## src/rtl/rv32im_trap_seq_pkg.sv

```systemverilog
// Shared definitions for the machine-mode trap sequencer: CSR addresses,
// mstatus bit positions, CSR port opcodes, FSM states and mstatus/target helpers.
package rv32im_trap_seq_pkg;

    localparam int CSR_OPCODE_WIDTH = 2;

    localparam logic [CSR_OPCODE_WIDTH-1:0] CSR_OP_NONE = 2'd0;
    localparam logic [CSR_OPCODE_WIDTH-1:0] CSR_OP_RW   = 2'd1;
    localparam logic [CSR_OPCODE_WIDTH-1:0] CSR_OP_RS   = 2'd2;

    localparam logic [11:0] CSR_MSTATUS = 12'h300;
    localparam logic [11:0] CSR_MTVEC   = 12'h305;
    localparam logic [11:0] CSR_MEPC    = 12'h341;
    localparam logic [11:0] CSR_MCAUSE  = 12'h342;
    localparam logic [11:0] CSR_MTVAL   = 12'h343;

    localparam int MSTATUS_MIE    = 3;
    localparam int MSTATUS_MPIE   = 7;
    localparam int MSTATUS_MPP_LO = 11;
    localparam int MSTATUS_MPP_HI = 12;

    typedef enum logic [3:0] {
        ST_IDLE,
        ST_T_EPC,
        ST_T_CAUSE,
        ST_T_TVAL,
        ST_T_ST_RD,
        ST_T_ST_WAIT,
        ST_T_ST_WR,
        ST_T_VEC_RD,
        ST_T_VEC_WAIT,
        ST_REDIR,
        ST_R_ST_RD,
        ST_R_ST_WAIT,
        ST_R_ST_WR,
        ST_R_EPC_RD,
        ST_R_EPC_WAIT
    } seq_state_e;

    function automatic logic [31:0] trap_mstatus(input logic [31:0] ms);
        logic [31:0] r;
        r = ms;
        r[MSTATUS_MPIE] = ms[MSTATUS_MIE];
        r[MSTATUS_MIE]  = 1'b0;
        r[MSTATUS_MPP_HI:MSTATUS_MPP_LO] = 2'b11;
        return r;
    endfunction

    function automatic logic [31:0] mret_mstatus(input logic [31:0] ms);
        logic [31:0] r;
        r = ms;
        r[MSTATUS_MIE]  = ms[MSTATUS_MPIE];
        r[MSTATUS_MPIE] = 1'b1;
        r[MSTATUS_MPP_HI:MSTATUS_MPP_LO] = 2'b11;
        return r;
    endfunction

    // Vectored mode only applies to interrupts; modes 2/3 fall back to direct.
    function automatic logic [31:0] trap_target(input logic [31:0] mtvec,
                                                input logic [31:0] cause);
        logic [31:0] base;
        base = {mtvec[31:2], 2'b00};
        if (mtvec[1:0] == 2'b01 && cause[31])
            return base + {cause[29:0], 2'b00};
        return base;
    endfunction

endpackage

```

## src/rtl/rv32im_trap_seq.sv

```systemverilog
// Owns the CSR access port: forwards pipeline Zicsr accesses when idle and runs
// the multi-cycle trap-entry and mret sequences, ending each with a PC redirect.
module rv32im_trap_seq
    import rv32im_trap_seq_pkg::*;
#(
    parameter int RD_LAT = 2
) (
    input  logic                        clk_i,
    input  logic                        rst_n_i,
    input  logic                        trap_req_i,
    input  logic [31:0]                 trap_cause_i,
    input  logic [31:0]                 trap_pc_i,
    input  logic [31:0]                 trap_tval_i,
    input  logic                        mret_req_i,
    output logic                        trap_ack_o,
    output logic                        mret_ack_o,
    input  logic                        ins_req_i,
    input  logic [11:0]                 ins_addr_i,
    input  logic [31:0]                 ins_wdata_i,
    input  logic [CSR_OPCODE_WIDTH-1:0] ins_op_i,
    input  logic                        ins_we_i,
    input  logic                        ins_re_i,
    output logic                        ins_gnt_o,
    output logic [11:0]                 csr_addr_o,
    output logic [31:0]                 csr_wdata_o,
    output logic [CSR_OPCODE_WIDTH-1:0] csr_op_o,
    output logic                        csr_we_o,
    output logic                        csr_re_o,
    input  logic [31:0]                 csr_rdata_i,
    output logic                        redirect_valid_o,
    output logic [31:0]                 redirect_pc_o,
    output logic                        busy_o
);

    localparam logic [2:0] RD_LAT_CNT = 3'(RD_LAT);

    seq_state_e  state_reg, state_next;
    logic [2:0]  cnt_reg;
    logic [31:0] epc_reg, cause_reg, tval_reg;
    logic [31:0] mstatus_reg, target_reg;

    logic        seq_wr, seq_rd;
    logic [11:0] seq_addr;
    logic [31:0] seq_wdata;
    logic        rd_done;

    assign rd_done = (cnt_reg <= 3'd1);

    always_comb begin
        state_next       = state_reg;
        seq_wr           = 1'b0;
        seq_rd           = 1'b0;
        seq_addr         = '0;
        seq_wdata        = '0;
        trap_ack_o       = 1'b0;
        mret_ack_o       = 1'b0;
        ins_gnt_o        = 1'b0;
        csr_addr_o       = '0;
        csr_wdata_o      = '0;
        csr_op_o         = CSR_OP_NONE;
        csr_we_o         = 1'b0;
        csr_re_o         = 1'b0;
        redirect_valid_o = 1'b0;
        redirect_pc_o    = '0;
        busy_o           = (state_reg != ST_IDLE);

        case (state_reg)
            ST_IDLE: begin
                if (trap_req_i) begin
                    trap_ack_o = 1'b1;
                    state_next = ST_T_EPC;
                end else if (mret_req_i) begin
                    mret_ack_o = 1'b1;
                    state_next = ST_R_ST_RD;
                end else if (ins_req_i) begin
                    ins_gnt_o   = 1'b1;
                    csr_addr_o  = ins_addr_i;
                    csr_wdata_o = ins_wdata_i;
                    csr_op_o    = ins_op_i;
                    csr_we_o    = ins_we_i;
                    csr_re_o    = ins_re_i;
                end
            end
            ST_T_EPC: begin
                seq_wr = 1'b1; seq_addr = CSR_MEPC; seq_wdata = epc_reg;
                state_next = ST_T_CAUSE;
            end
            ST_T_CAUSE: begin
                seq_wr = 1'b1; seq_addr = CSR_MCAUSE; seq_wdata = cause_reg;
                state_next = ST_T_TVAL;
            end
            ST_T_TVAL: begin
                seq_wr = 1'b1; seq_addr = CSR_MTVAL; seq_wdata = tval_reg;
                state_next = ST_T_ST_RD;
            end
            ST_T_ST_RD: begin
                seq_rd = 1'b1; seq_addr = CSR_MSTATUS;
                state_next = ST_T_ST_WAIT;
            end
            ST_T_ST_WAIT:  if (rd_done) state_next = ST_T_ST_WR;
            ST_T_ST_WR: begin
                seq_wr = 1'b1; seq_addr = CSR_MSTATUS; seq_wdata = mstatus_reg;
                state_next = ST_T_VEC_RD;
            end
            ST_T_VEC_RD: begin
                seq_rd = 1'b1; seq_addr = CSR_MTVEC;
                state_next = ST_T_VEC_WAIT;
            end
            ST_T_VEC_WAIT: if (rd_done) state_next = ST_REDIR;
            ST_REDIR: begin
                redirect_valid_o = 1'b1;
                redirect_pc_o    = target_reg;
                state_next       = ST_IDLE;
            end
            ST_R_ST_RD: begin
                seq_rd = 1'b1; seq_addr = CSR_MSTATUS;
                state_next = ST_R_ST_WAIT;
            end
            ST_R_ST_WAIT:  if (rd_done) state_next = ST_R_ST_WR;
            ST_R_ST_WR: begin
                seq_wr = 1'b1; seq_addr = CSR_MSTATUS; seq_wdata = mstatus_reg;
                state_next = ST_R_EPC_RD;
            end
            ST_R_EPC_RD: begin
                seq_rd = 1'b1; seq_addr = CSR_MEPC;
                state_next = ST_R_EPC_WAIT;
            end
            ST_R_EPC_WAIT: if (rd_done) state_next = ST_REDIR;
            default:       state_next = ST_IDLE;
        endcase

        if (seq_wr) begin
            csr_addr_o  = seq_addr;
            csr_wdata_o = seq_wdata;
            csr_op_o    = CSR_OP_RW;
            csr_we_o    = 1'b1;
        end else if (seq_rd) begin
            csr_addr_o  = seq_addr;
            csr_op_o    = CSR_OP_RS;
            csr_re_o    = 1'b1;
        end

        // Outputs are combinational from inputs too, so silence them while reset is held.
        if (!rst_n_i) begin
            trap_ack_o       = 1'b0;
            mret_ack_o       = 1'b0;
            ins_gnt_o        = 1'b0;
            csr_addr_o       = '0;
            csr_wdata_o      = '0;
            csr_op_o         = CSR_OP_NONE;
            csr_we_o         = 1'b0;
            csr_re_o         = 1'b0;
            redirect_valid_o = 1'b0;
            redirect_pc_o    = '0;
            busy_o           = 1'b0;
        end
    end

    always_ff @(posedge clk_i or negedge rst_n_i) begin
        if (!rst_n_i) begin
            state_reg   <= ST_IDLE;
            cnt_reg     <= '0;
            epc_reg     <= '0;
            cause_reg   <= '0;
            tval_reg    <= '0;
            mstatus_reg <= '0;
            target_reg  <= '0;
        end else begin
            state_reg <= state_next;
            if (trap_ack_o) begin
                epc_reg   <= {trap_pc_i[31:2], 2'b00};
                cause_reg <= trap_cause_i;
                tval_reg  <= trap_tval_i;
            end
            case (state_reg)
                ST_T_ST_RD, ST_T_VEC_RD, ST_R_ST_RD, ST_R_EPC_RD: cnt_reg <= RD_LAT_CNT;
                ST_T_ST_WAIT: begin
                    cnt_reg <= cnt_reg - 3'd1;
                    if (rd_done) mstatus_reg <= trap_mstatus(csr_rdata_i);
                end
                ST_T_VEC_WAIT: begin
                    cnt_reg <= cnt_reg - 3'd1;
                    if (rd_done) target_reg <= trap_target(csr_rdata_i, cause_reg);
                end
                ST_R_ST_WAIT: begin
                    cnt_reg <= cnt_reg - 3'd1;
                    if (rd_done) mstatus_reg <= mret_mstatus(csr_rdata_i);
                end
                ST_R_EPC_WAIT: begin
                    cnt_reg <= cnt_reg - 3'd1;
                    if (rd_done) target_reg <= {csr_rdata_i[31:2], 2'b00};
                end
                default: ;
            endcase
        end
    end

endmodule
```

## config.mk

```make
export PLATFORM = sky130hd
export DESIGN_NAME = rv32im_trap_seq
export DESIGN_NICKNAME = d
export VERILOG_FILES = /design/src/rtl/rv32im_trap_seq_pkg.sv /design/src/rtl/rv32im_trap_seq.sv
export SDC_FILE = /design/constraint.sdc
export NUM_CORES = 1
export LEC_CHECK = 0
export ABC_AREA = 1
export CORE_MARGIN = 2
export CORE_UTILIZATION = 54
export CTS_CLUSTER_DIAMETER = 50
export DETAILED_ROUTE_END_ITERATION = 6
export PLACE_DENSITY = 0.87
export SETUP_SLACK_MARGIN = 0.2
export SLEW_MARGIN = 0
export SYNTH_ARGS = -nofsm -noshare
export SYNTH_HDL_FRONTEND = slang
export SYNTH_SLANG_ARGS = --single-unit
```

## constraint.sdc

```tcl
create_clock -name clk_i -period 5.3 [get_ports clk_i]
set_clock_uncertainty 0.1 [all_clocks]
set_input_delay 0.795 -clock clk_i [delete_from_list [all_inputs] [get_ports clk_i]]
set_output_delay 0.795 -clock clk_i [all_outputs]
set_load 0.03 [all_outputs]
```

==> qor.yml <==
floorplan:
  dieArea_sq_um: 20300
  die_x_microns: 142
  num_io_pins: 266
  fp.dieH_microns: 142
  core_sq_um: 18800
  row_count: 50
  initial_utilization: 0.550
power_and_ir_drop:
  swShare: 0.468
  p_leak_uw: 0.00703
  p_per_area_nw_per_um2: 539
  p_comb_frac: 0.516
  finalPower_uw: 7330
  clock_power_share: 0.172
  p_seq_frac: 0.312
  peakVddDrop_v: 0.000307
  p_int_uw: 3900
  p_sw_uw: 3430
clock_tree:
  cts.repair.resized: 0
  clk_latency_ns: 0.44
  clockBufferDepth: 2
  clk_pin_slew_ns: 0.07
  clock-root-buffer: "clkbuf_16"
  post_cts_buffers: 0
  cts_inserted_buffers: 17
  tritoncts: "built"
  holdBufCountCts: 0
  clock_sinks: 162
  cts_max_level: 4
worst_setup_path:
  end_kind: "output port"
  worstSetupPathType: "flop to output port"
  rr_startpoint: "cnt_reg[1]"
  path_cells: "nor2_4 -> inv_1 -> nor2_1 -> nor2_1 -> inv_1 -> nand2_1 -> nand4_1 -> a21oi_1 -> a21oi_1 -> clkdlybuf4s50_1"
  worstSetupStartpointType: "flop"
  cp_slowest_cell: "inv_1"
  cpPeakStageDelay_ns: 0.74
  worst_r2r_endpoint: "target_reg[7]"
  reg2reg_slack_ns: 2.32
  required_ns: 4.41
  cp.arrival_ns: 3.55
  crit_fanout: 30
  reg2regPathDepth: 9
timing:
  final.min_clock_period_ns: 4.44
  drv_slew: 0
  worst_pin_slew_ns: 1.01
  fin_crit_sh: 0.838
  tns_ns: 0
  rsz0062_at_grt: "no"
  hold_violations: 0
  fmax_mhz: 225
  setup_viol: 0
  slew_headroom: 0.326
placed_design:
  io_buffers: 261
  place.detailed.hpwl_mm: 25.3
  gp_congestion: 0.972
drt:
  wl_mm: 33.5
  routedWlPerCell_microns: 16.4
  ant_nets: 0
  drt_iter0_drc: 1081
  firstDrtPassIters: 6
  viasPerCell: 5.35
  drc: 0
  dr_total_vias: 10900
synth:
  syn_area_per_cell_sq_um: 6.58
  ys_ff_latch: 162
  synthXorXnorAreaFrac: 0.0127
  synth_top_family_by_area: "simple AND/OR/NAND/NOR gates"
  synth-simple-area-share: 0.352
  synth-seq-area-share: 0.392
  netlist_instances: 1569
  yosys-mux-area-fraction: 0.00109
  syn_area_sq_um: 10300
  synth_compound_area_frac: 0.103
  synth.distinct_cells: 41
  synthAdderAreaFrac: 0.0395
  ys.warnings.count: 0
flow_run:
  maxCapViolations: 0
grt:
  grt_usage: 0.336
  grt_pass1_wl_mm: 53.1
  grt_pass1_vias: 10300
  antenna_found_initial: 0
  grt_max_degree: 96
  overflow: 0
finish:
  drive_above_1_share: 0.0315
  nets: 2008
  syn_to_final_growth_pct: 31.7
  fill_cells: 1540
  n_antenna_cell: 0
worst_hold_path:
  hp-class: "input port to asynchronous set/reset pin"
run_status:
  outcome: "completed"
[power by group through the flow]
stage / clock (uW) / sequential [uW] / combinational, uW
finish: 1260 / 2290 / 3780
floorplan: 0 / 2090 / 2610
detailed placement: 0 / 2280 / 3710
CTS: 1250 / 2270 / 3750
global route: 1310 / 2340 / 4180
global placement: 0 / 2250 / 3630
[worst max path at each step]
stage                             from               to  slack, ns  cells after the start
after detailed placement    trap_req_i  csr_wdata_o[12]       1.08                      9
after CTS                 state_reg[1]  csr_wdata_o[10]       0.94                     10
after global routing      state_reg[1]  csr_wdata_o[27]       0.70                     10
final                     state_reg[1]  csr_wdata_o[10]       0.86                     10
after floorplan             trap_req_i  csr_wdata_o[27]       2.34                      8
after global placement      trap_req_i  csr_wdata_o[12]       1.08                      9
[routing by layer]
metal  vias to the layer above  global-route usage  part of all wire
met3                        67              0.0592             0.081
met5                         -                   0                 0
li1                       5330                   -                 -
met2                       549               0.536              0.46
met4                         0               0.105             0.027
met1                      4983               0.471              0.43
[cells by family (layout without fill, tap and decap cells)]
family | Yosys count | in the layout
xor+xnor | 15 | 15
simple gates | 904 | 904
compound gates | 202 | 202
flops | 162 | 162
fa+ha+maj | 32 | 32
other cells | 1 | 2
mux | 1 | 1
buf+inv | 252 | 490
[through the flow]
| step | instance area [sq um] | std cells | hold slack, ns | util | worst slack (ns) |
|---|---|---|---|---|---|
| 2_1_floorplan | 10300 | 1570 | 0.320 | - | 2.34 |
| 3_3_place_gp | 13000 | 2010 | 0.343 | 0.694 | 1.08 |
| 3_5_place_dp | 13000 | 2010 | 0.344 | 0.694 | 1.08 |
| 4_1_cts | 13600 | 2042 | 0.240 | 0.725 | 0.941 |
| 5_1_grt | 13600 | 2042 | 0.265 | 0.725 | 0.702 |
| 6_report | 13600 | 2042 | 0.210 | 0.725 | 0.858 |
[synthesized netlist by cell type]
cell,number,area (sq um)
a211oi_1,2,15.0
a21o_1,2,15.0
a21oi_1,111,556
a22o_1,1,8.76
a22oi_1,4,30.0
a32oi_1,2,17.5
and2_1,3,18.8
buf_1,4,15.0
buf_2,28,140
buf_4,3,22.5
buf_6,3,33.8
clkbuf_1,29,109
clkinv_1,1,3.75
clkinv_2,1,5.00
conb_1,1,3.75
dfrtp_1,162,4050
fa_1,1,20.0
ha_1,31,388
inv_1,182,683
inv_2,1,3.75
mux2_1,1,11.3
nand2_1,715,2680
nand2_4,3,33.8
nand3_1,50,250
nand4_1,31,194
nor2_1,84,315
nor2_2,1,6.26
nor2_4,3,33.8
nor2_8,1,20.0
nor3_1,6,30.0
nor3b_1,6,45.0
nor4_1,1,6.26
o211ai_1,2,15.0
o21ai_0,68,340
o21ai_1,2,10.0
o21ai_2,1,8.76
o21bai_1,3,22.5
o22ai_1,2,12.5
o41ai_1,2,17.5
xnor2_1,4,35.0
xor2_1,11,96.3
[worst max-delay path: cells and delay by family (launching register included)]
family                 cells  cell delay [ns]
and+or+nand+nor            5             0.79
AOI/OAI and AO/OA          2             0.25
buffers and inverters      3             1.54
DFF                        1             0.52
[final cells by class]
cell class / count / area (sq um) / area share
tap: 234 / 293 / 0.0215
sequential: 162 / 4050 / 0.298
clock buffer: 19 / 433 / 0.0318
multi-input combinational: 1156 / 5280 / 0.388
inverter: 185 / 696 / 0.0511
clock inverter: 13 / 149 / 0.0109
timing repair buffer: 273 / 2700 / 0.199
[layout by cell type, fill, tap and decap left out, types with 2 or more instances in the layout]
master,netlist,final
o22ai_1,2,2
nor2_1,84,83
xnor2_1,4,4
o41ai_1,2,2
o21ai_1,2,2
nor3b_1,6,6
inv_2,1,2
nand2_1,715,715
nand2_4,3,3
and2_1,3,3
a21o_1,2,2
bufinv_16,0,2
conb_1,1,2
o21bai_1,3,3
nor2_2,1,2
ha_1,31,31
clkbuf_1,29,2
clkinvlp_4,0,2
inv_1,182,182
a21oi_1,111,111
inv_6,0,5
clkdlybuf4s50_1,0,260
o211ai_1,2,2
buf_4,3,12
nand4_1,31,31
nand3_1,50,49
nor2_4,3,3
nor3_1,6,6
o21ai_0,68,68
a22oi_1,4,4
dfrtp_1,162,162
a211oi_1,2,2
clkbuf_16,0,17
clkinv_2,1,3
xor2_1,11,11
a32oi_1,2,2
(Power assumes the default switching activity.)
